--- config.mk ---
export PLATFORM = sky130hd
export DESIGN_NAME = pipe_ctrl_seq
export DESIGN_NICKNAME = d
export VERILOG_FILES = /design/src/rtl/pipe_ctrl_seq_pkg.sv /design/src/rtl/pipe_ctrl_seq_ctrl_decode.sv /design/src/rtl/pipe_ctrl_seq.sv
export SDC_FILE = /design/constraint.sdc
export NUM_CORES = 1
export LEC_CHECK = 0
export CAP_MARGIN = 20
export CELL_PAD_IN_SITES_DETAIL_PLACEMENT = 2
export CELL_PAD_IN_SITES_GLOBAL_PLACEMENT = 2
export CORE_MARGIN = 10
export CORE_UTILIZATION = 22
export DETAILED_ROUTE_END_ITERATION = 10
export PLACE_DENSITY_LB_ADDON = 0.1
export SYNTH_ARGS = -nofsm -noshare
export SYNTH_HDL_FRONTEND = slang
export SYNTH_SLANG_ARGS = --single-unit
--- constraint.sdc ---
create_clock -name clk -period 1.2 [get_ports clk]
set_input_delay 0.18 -clock clk [delete_from_list [all_inputs] [get_ports clk]]
set_output_delay 0.18 -clock clk [all_outputs]
set_load 0.01 [all_outputs]
--- src/rtl/pipe_ctrl_seq_pkg.sv ---
// rtl/pipe_ctrl_seq_pkg.sv - ISA widths, control-word field slices, opcodes and halt FSM states
package pipe_ctrl_seq_pkg;

    localparam int OPC_W = 5;
    localparam int RA_W  = 5;
    localparam int EX_W  = 15;
    localparam int MA_W  = 2;
    localparam int WB_W  = 3;

    // EX control word fields
    localparam int EX_ALU_LO   = 0;
    localparam int EX_ALU_HI   = 2;
    localparam int EX_ALUSRC   = 3;
    localparam int EX_SETFLAGS = 4;
    localparam int EX_BR_EN    = 5;
    localparam int EX_JMP_EN   = 6;
    localparam int EX_LINK     = 7;
    localparam int EX_COND_LO  = 8;
    localparam int EX_COND_HI  = 11;
    localparam int EX_NEED_RS1 = 12;
    localparam int EX_NEED_RS2 = 13;
    localparam int EX_STORE    = 14;

    // MA / WB control word fields
    localparam int MA_EN      = 0;
    localparam int MA_RW      = 1;
    localparam int WB_R_WE    = 0;
    localparam int WB_RDST_LO = 1;
    localparam int WB_RDST_HI = 2;

    localparam logic [2:0] ALU_ADD = 3'b001;
    localparam logic [2:0] ALU_SUB = 3'b010;
    localparam logic [2:0] ALU_AND = 3'b011;
    localparam logic [2:0] ALU_OR  = 3'b100;
    localparam logic [2:0] ALU_XOR = 3'b101;

    localparam logic [1:0] RDST_ALU  = 2'b01;
    localparam logic [1:0] RDST_LINK = 2'b10;
    localparam logic [1:0] RDST_MEM  = 2'b11;

    // Immediate extension select driven to the ID stage
    localparam logic [1:0] SX_NONE  = 2'b00;
    localparam logic [1:0] SX_IMM16 = 2'b01;
    localparam logic [1:0] SX_OFF22 = 2'b10;
    localparam logic [1:0] SX_ZERO  = 2'b11;

    localparam logic [OPC_W-1:0] OP_NOP = 5'h00;
    localparam logic [OPC_W-1:0] OP_ADD = 5'h01;
    localparam logic [OPC_W-1:0] OP_SUB = 5'h02;
    localparam logic [OPC_W-1:0] OP_AND = 5'h03;
    localparam logic [OPC_W-1:0] OP_OR  = 5'h04;
    localparam logic [OPC_W-1:0] OP_XOR = 5'h05;
    localparam logic [OPC_W-1:0] OP_CMP = 5'h06;
    localparam logic [OPC_W-1:0] OP_LDX = 5'h08;
    localparam logic [OPC_W-1:0] OP_STX = 5'h09;
    localparam logic [OPC_W-1:0] OP_BR  = 5'h0C;
    localparam logic [OPC_W-1:0] OP_JMP = 5'h0D;
    localparam logic [OPC_W-1:0] OP_HLT = 5'h1F;

    typedef enum logic [1:0] {
        ST_RUN    = 2'b00,
        ST_DRAIN  = 2'b01,
        ST_HALTED = 2'b10
    } state_t;

    function automatic logic is_load(input logic [MA_W-1:0] ma, input logic [WB_W-1:0] wb);
        return ma[MA_EN] && !ma[MA_RW] && wb[WB_R_WE];
    endfunction

endpackage

--- src/rtl/pipe_ctrl_seq_ctrl_decode.sv ---
// rtl/pipe_ctrl_seq_ctrl_decode.sv - combinational ID decode into EX/MA/WB control words
module ctrl_decode
    import pipe_ctrl_seq_pkg::*;
(
    input  logic [OPC_W-1:0] opcode,
    input  logic             bit16,
    input  logic [3:0]       cond_bits,
    output logic [1:0]       sign_ext,
    output logic             rs2_sel,
    output logic [EX_W-1:0]  ex_ctrl,
    output logic [MA_W-1:0]  ma_ctrl,
    output logic [WB_W-1:0]  wb_ctrl
);

    logic [2:0] alu_op;
    logic       logic_op;

    assign logic_op = (opcode == OP_AND) || (opcode == OP_OR) || (opcode == OP_XOR);

    always_comb begin
        alu_op = ALU_ADD;
        case (opcode)
            OP_SUB, OP_CMP: alu_op = ALU_SUB;
            OP_AND:         alu_op = ALU_AND;
            OP_OR:          alu_op = ALU_OR;
            OP_XOR:         alu_op = ALU_XOR;
            default:        alu_op = ALU_ADD;
        endcase
    end

    always_comb begin
        sign_ext = SX_NONE;
        rs2_sel  = 1'b0;
        ex_ctrl  = '0;
        ma_ctrl  = '0;
        wb_ctrl  = '0;
        case (opcode)
            OP_ADD, OP_SUB, OP_AND, OP_OR, OP_XOR, OP_CMP: begin
                // bit16 selects the immediate form; logic ops zero-extend it
                ex_ctrl[EX_ALU_HI:EX_ALU_LO] = alu_op;
                ex_ctrl[EX_ALUSRC]           = bit16;
                ex_ctrl[EX_NEED_RS1]         = 1'b1;
                ex_ctrl[EX_NEED_RS2]         = !bit16;
                rs2_sel                      = bit16;
                if (bit16)
                    sign_ext = logic_op ? SX_ZERO : SX_IMM16;
                if (opcode == OP_CMP) begin
                    ex_ctrl[EX_SETFLAGS] = 1'b1;
                end else begin
                    wb_ctrl[WB_R_WE]               = 1'b1;
                    wb_ctrl[WB_RDST_HI:WB_RDST_LO] = RDST_ALU;
                end
            end
            OP_LDX: begin
                ex_ctrl[EX_ALU_HI:EX_ALU_LO]   = ALU_ADD;
                ex_ctrl[EX_ALUSRC]             = bit16;
                ex_ctrl[EX_NEED_RS1]           = 1'b1;
                ex_ctrl[EX_NEED_RS2]           = !bit16;
                rs2_sel                        = bit16;
                sign_ext                       = bit16 ? SX_IMM16 : SX_NONE;
                ma_ctrl[MA_EN]                 = 1'b1;
                wb_ctrl[WB_R_WE]               = 1'b1;
                wb_ctrl[WB_RDST_HI:WB_RDST_LO] = RDST_MEM;
            end
            OP_STX: begin
                ex_ctrl[EX_ALU_HI:EX_ALU_LO] = ALU_ADD;
                ex_ctrl[EX_ALUSRC]           = 1'b1;
                ex_ctrl[EX_NEED_RS1]         = 1'b1;
                ex_ctrl[EX_NEED_RS2]         = 1'b1;
                ex_ctrl[EX_STORE]            = 1'b1;
                rs2_sel                      = 1'b1;
                sign_ext                     = SX_IMM16;
                ma_ctrl[MA_EN]               = 1'b1;
                ma_ctrl[MA_RW]               = 1'b1;
            end
            OP_BR: begin
                ex_ctrl[EX_ALU_HI:EX_ALU_LO]   = ALU_ADD;
                ex_ctrl[EX_ALUSRC]             = 1'b1;
                ex_ctrl[EX_BR_EN]              = 1'b1;
                ex_ctrl[EX_COND_HI:EX_COND_LO] = cond_bits;
                rs2_sel                        = 1'b1;
                sign_ext                       = SX_OFF22;
            end
            OP_JMP: begin
                // bit16 on a jump requests a link write of the return address
                ex_ctrl[EX_ALU_HI:EX_ALU_LO] = ALU_ADD;
                ex_ctrl[EX_ALUSRC]           = 1'b1;
                ex_ctrl[EX_JMP_EN]           = 1'b1;
                ex_ctrl[EX_LINK]             = bit16;
                ex_ctrl[EX_NEED_RS1]         = 1'b1;
                rs2_sel                      = 1'b1;
                sign_ext                     = SX_IMM16;
                if (bit16) begin
                    wb_ctrl[WB_R_WE]               = 1'b1;
                    wb_ctrl[WB_RDST_HI:WB_RDST_LO] = RDST_LINK;
                end
            end
            default: begin
                sign_ext = SX_NONE;
            end
        endcase
    end

endmodule

--- src/rtl/pipe_ctrl_seq.sv ---
// rtl/pipe_ctrl_seq.sv - pipeline control registers, load-use interlock and halt-drain FSM
// Optional load-use interlock: PIPE_CTRL_LOADUSE_EN.
module pipe_ctrl_seq
    import pipe_ctrl_seq_pkg::*;
(
    input  logic             clk,
    input  logic             rst,
    input  logic             valid_in,
    input  logic [OPC_W-1:0] opcode,
    input  logic             bit16,
    input  logic [3:0]       cond_bits,
    input  logic [RA_W-1:0]  rs1_idx,
    input  logic [RA_W-1:0]  rs2_idx,
    input  logic [RA_W-1:0]  rd_idx,
    input  logic             stall_ext,
    input  logic             flush,
    output logic [1:0]       sign_ext,
    output logic             rs2_sel,
    output logic [EX_W-1:0]  ex_ctrl,
    output logic             ex_valid,
    output logic [MA_W-1:0]  ma_ctrl,
    output logic             ma_valid,
    output logic [WB_W-1:0]  wb_ctrl,
    output logic             wb_valid,
    output logic             stall_id,
    output logic             halt_fetch,
    output logic             halted
);

    logic [EX_W-1:0] dec_ex;
    logic [MA_W-1:0] dec_ma;
    logic [WB_W-1:0] dec_wb;

    // MA/WB words riding along in the ID/EX and EX/MA registers
    logic [MA_W-1:0] idex_ma;
    logic [WB_W-1:0] idex_wb;
    logic [WB_W-1:0] exma_wb;

    state_t state, state_next;
    logic   id_is_hlt;
    logic   load_real;

    ctrl_decode u_decode (
        .opcode    (opcode),
        .bit16     (bit16),
        .cond_bits (cond_bits),
        .sign_ext  (sign_ext),
        .rs2_sel   (rs2_sel),
        .ex_ctrl   (dec_ex),
        .ma_ctrl   (dec_ma),
        .wb_ctrl   (dec_wb)
    );

    assign id_is_hlt = valid_in && (opcode == OP_HLT);

`ifdef PIPE_CTRL_LOADUSE_EN
    logic [RA_W-1:0] ex_rd;
    logic            rd_hit;

    always_ff @(posedge clk) begin
        if (rst)
            ex_rd <= '0;
        else if (!stall_ext)
            ex_rd <= rd_idx;
    end

    assign rd_hit   = (dec_ex[EX_NEED_RS1] && (rs1_idx == ex_rd)) ||
                      (dec_ex[EX_NEED_RS2] && (rs2_idx == ex_rd));
    assign stall_id = ex_valid && is_load(idex_ma, idex_wb) && valid_in && rd_hit && !flush;
`else
    logic unused_hazard_inputs;

    assign unused_hazard_inputs = ^{rs1_idx, rs2_idx, rd_idx,
                                    dec_ex[EX_NEED_RS2:EX_NEED_RS1]};
    assign stall_id = 1'b0;
`endif

    // HLT never occupies a stage; it only moves the FSM into DRAIN
    assign load_real = (state == ST_RUN) && valid_in && !flush && !stall_id && !id_is_hlt;

    always_ff @(posedge clk) begin
        if (rst)
            state <= ST_RUN;
        else
            state <= state_next;
    end

    always_comb begin
        state_next = state;
        case (state)
            ST_RUN: begin
                if (id_is_hlt && !flush && !stall_ext && !stall_id)
                    state_next = ST_DRAIN;
            end
            ST_DRAIN: begin
                if (!stall_ext && !ex_valid && !ma_valid && !wb_valid)
                    state_next = ST_HALTED;
            end
            ST_HALTED: begin
                state_next = ST_HALTED;
            end
            default: begin
                state_next = ST_RUN;
            end
        endcase
    end

    // halt_fetch tracks the incoming state; halted follows the settled state
    always_ff @(posedge clk) begin
        if (rst) begin
            halt_fetch <= 1'b0;
            halted     <= 1'b0;
        end else begin
            halt_fetch <= (state_next != ST_RUN);
            halted     <= (state == ST_HALTED);
        end
    end

    always_ff @(posedge clk) begin
        if (rst) begin
            ex_ctrl  <= '0;
            idex_ma  <= '0;
            idex_wb  <= '0;
            ex_valid <= 1'b0;
            ma_ctrl  <= '0;
            exma_wb  <= '0;
            ma_valid <= 1'b0;
            wb_ctrl  <= '0;
            wb_valid <= 1'b0;
        end else if (!stall_ext) begin
            ex_ctrl  <= load_real ? dec_ex : '0;
            idex_ma  <= load_real ? dec_ma : '0;
            idex_wb  <= load_real ? dec_wb : '0;
            ex_valid <= load_real;
            ma_ctrl  <= idex_ma;
            exma_wb  <= idex_wb;
            ma_valid <= ex_valid;
            wb_ctrl  <= exma_wb;
            wb_valid <= ma_valid;
        end
    end

endmodule

==> metrics.cfg <==
[grt]
grt_use_total_pct = 11.26
grt_pass1_wl_um = 9225
grt_max_degree = 23
antenna_found_initial = 0
grt_pass1_vias = 1654
grt-ovfl-total = 0

[timing]
hold_viol_final = 0
setup_violations = 17
period_share_pct = 111.8
rsz0062_at_grt = yes
fmax_mhz = 745.7
fin_skew_ps = 3.124
timing.final.max_slew_violations = 0
layout_min_cycle_time_ps = 1341
layout_setup_ws_ps = -141.1

[clock_network]
insertion_delay_ps = 290
clockRootBuffer = clkbuf_8
cts_max_level = 2
cts_sinks = 34
ctsHoldBuffers = 0
clkSlewWorstSetupHoldPaths_ps = 80
clock_path_buffers = 2
cts_tree = yes
cts-buffers-inserted = 5

[yosys]
synth-seq-area-share_pct = 46.50
yosys.area.top_type = dfxtp_1
synth_edf_count = 0
ys_top_cells_by_area = dfxtp_1 46%, mux2i_1 6.8%, nor2_1 5.4%
synth-main-ff-cell = dfxtp_1
syn-cell-area_mm2 = 0.001464
synth_cells = 158
ys.warnings.count = 0
synth_nets = 188
ys_top_cells_by_count = 34 x dfxtp_1, 21 x nor2_1, 13 x nand2_1
postSynthAreaPerCell_um2 = 9.265
synth_cell_types = 44
synth_top_area_share_pct = 46.50
yosysMostFrequentCell = dfxtp_1
synth_seq_cells = 34
async_flop_share_pct = 0

[power_and_ir_drop]
ir_drop_mv = 0.5236
power_frac_seq_pct = 46.4
switching_share_pct = 26.46
p_switching_mw = 0.6497
pwr-share-clk_pct = 37.2
power_density_mw_per_mm2 = 960.4
combPwrFrac_pct = 16.3
p_leak_nw = 1.151
p_int_mw = 1.805
finalPower_mw = 2.455

[setup_path]
worstSetupEndpointType = flip-flop
r2r_end = ex_ctrl[12]$_SDFFE_PP0N_
crit_arrival_ps = 1570
ff2ff_setup_slack_ps = -140
worstSetupPathType = flip-flop to flip-flop
crit_chain = nor3_4, and3b_2, buf_6, a32oi_2, nor2_1
cp_slowest_cell = dfxtp_2
worstPathMaxFanout = 6
r2r.worst_path.cells = 5
cp-start-kind = flip-flop
r2r-start = state[0]$_SDFF_PP0_
cp.required_ps = 1430
cpPeakStageDelay_ps = 340

[worst_hold_path]
hp-class = input port to flip-flop
hold_path_depth = 4
hold_end = ex_ctrl[4]$_SDFFE_PP0N_
hold_start = opcode[3]

[detailed_routing]
vias = 1499
wire_per_inst_um = 17.67
drc_errors = 0
routed_wl_um = 5691
via_per_inst = 4.655
drt-initial-drc-count = 24
ant_nets = 0
dr.pass1.iters = 4

[final_layout]
final_layout_size_suffix_gt1_share_pct = 41.63
area.sequential_um2 = 684.4
multiInputGateArea_um2 = 880.8
area_growth_pct = 74.62
nNetsFinal = 274
n_fill_cell = 717
diodes = 0

[floorplanning]
pin_count = 59
start_util_pct = 22.79
rows = 29
die_area_mm2 = 0.01032
dieWidth_um = 101.6
die_h_um = 101.6
core_mm2 = 0.006422

[status]
violations = setup timing
status = finished with violations

[placement]
gp_congestion = 0.8391
port_buffers = 42
dp_hpwl_um = 3922
pre_cts_ws_ps = -980.0

[job]
maxCapViolations = 0

-- flip-flops by register name, indices dropped and copies added (netlist names) --
signal	cells
ma_valid	1
exma_wb	3
wb_ctrl	3
idex_wb	3
ma_ctrl	2
ex_valid	1
halt_fetch	1
halted	1
wb_valid	1
idex_ma	1
ex_ctrl	15
state	2
-- power by group through the flow --
stage               logic, mW  clock network, mW  registers [mW]
floorplan               0.127                  0            1.17
global placement        0.304                  0            1.17
detailed placement      0.311                  0            1.17
CTS                     0.365              0.959            1.14
global route            0.433               1.00            1.14
finish                  0.401              0.914            1.14
-- metal layers --
metal  track usage, %  part of all wire (%)  up-vias  routed length (µm)
met5                0                     0        -                   0
met4            2.970                  0.51        0                  29
met3            3.608                   6.1        3                 345
met2            19.09                    49       40                2808
met1            13.37                    44      726                2507
li1                 -                     -      730                   -
-- per-stage QoR --
| step | TNS, ps | cell area, µm² | instances | util [%] | hold slack, ps |
|---|---|---|---|---|---|
| global placement | -17640 | 2197 | 301 | 34.21 | 455.6 |
| CTS | -971.0 | 2440 | 320 | 37.99 | 356.4 |
| global route | -3186 | 2556 | 322 | 39.80 | 370.3 |
| floorplan | 0 | 1464 | 158 | - | 248.5 |
| detailed placement | -19080 | 2197 | 301 | 34.21 | 462.9 |
| finish | -1048 | 2556 | 322 | 39.80 | 360.1 |
-- worst max-delay path: cells and delay by family (launching register included) --
kind / cells / cell delay [ps]
compound gates: 1 / 100
buf+inv: 1 / 130
flops: 1 / 340
simple gates: 3 / 710
-- worst max path at each step --
stage	startpoint	end	slack (ps)	depth (start not counted)
2_1_floorplan	opcode[1]	rs2_sel	20	3
3_3_place_gp	opcode[1]	rs2_sel	-920	5
3_5_place_dp	opcode[1]	rs2_sel	-980	7
4_1_cts	state[0]$_SDFF_PP0_	ex_ctrl[12]$_SDFFE_PP0N_	-90	5
5_1_grt	state[0]$_SDFF_PP0_	ex_ctrl[12]$_SDFFE_PP0N_	-220	5
6_report	state[0]$_SDFF_PP0_	ex_ctrl[12]$_SDFFE_PP0N_	-140	5
-- cell usage in the layout, fill, tap and decap left out, drive strengths merged, types with 2 or more instances in the layout --
cell and count:
nor2 21, a22o 4, a32oi 3, o21a 2
clkdlybuf4s50 6, buf 57, nand2 13, dlygate4sd2 27
o21ai 3, a31oi 2, dfxtp 34, nor4b 2
nand3b 2, mux2i 10, nand2b 3, a211oi 2
clkdlybuf4s15 2, a21oi 13, nor3 2, nand3 3
nor2b 6, and3 2, nand4b 3, clkbuf 6
-- what timing repair did --
item | CTS | global route
pin swaps | 23 | 16
endpoints found under the setup margin | 60 | 27
gates resized for setup | 93 | 23
setup buffers | 11 | 2
-- final cells by class --
type / instances / area share, %
clock buffer: 6 / 3.231
clock inverter: 2 / 0.4895
inverter: 1 / 0.1468
multi-input combinational: 110 / 34.46
sequential: 34 / 26.77
tap: 77 / 3.769
timing repair buffer: 92 / 31.13
-- logic make-up (layout without fill, tap and decap cells) --
group	count (synthesis)	after routing	synth area share (%)
buf+inv	14	101	5.299
simple gates	64	64	24.10
mux	10	10	6.838
compound gates	35	35	17.01
flops	34	34	46.50
other cells	1	1	0.2562
Note: power is estimated with default switching activity, not from simulation.
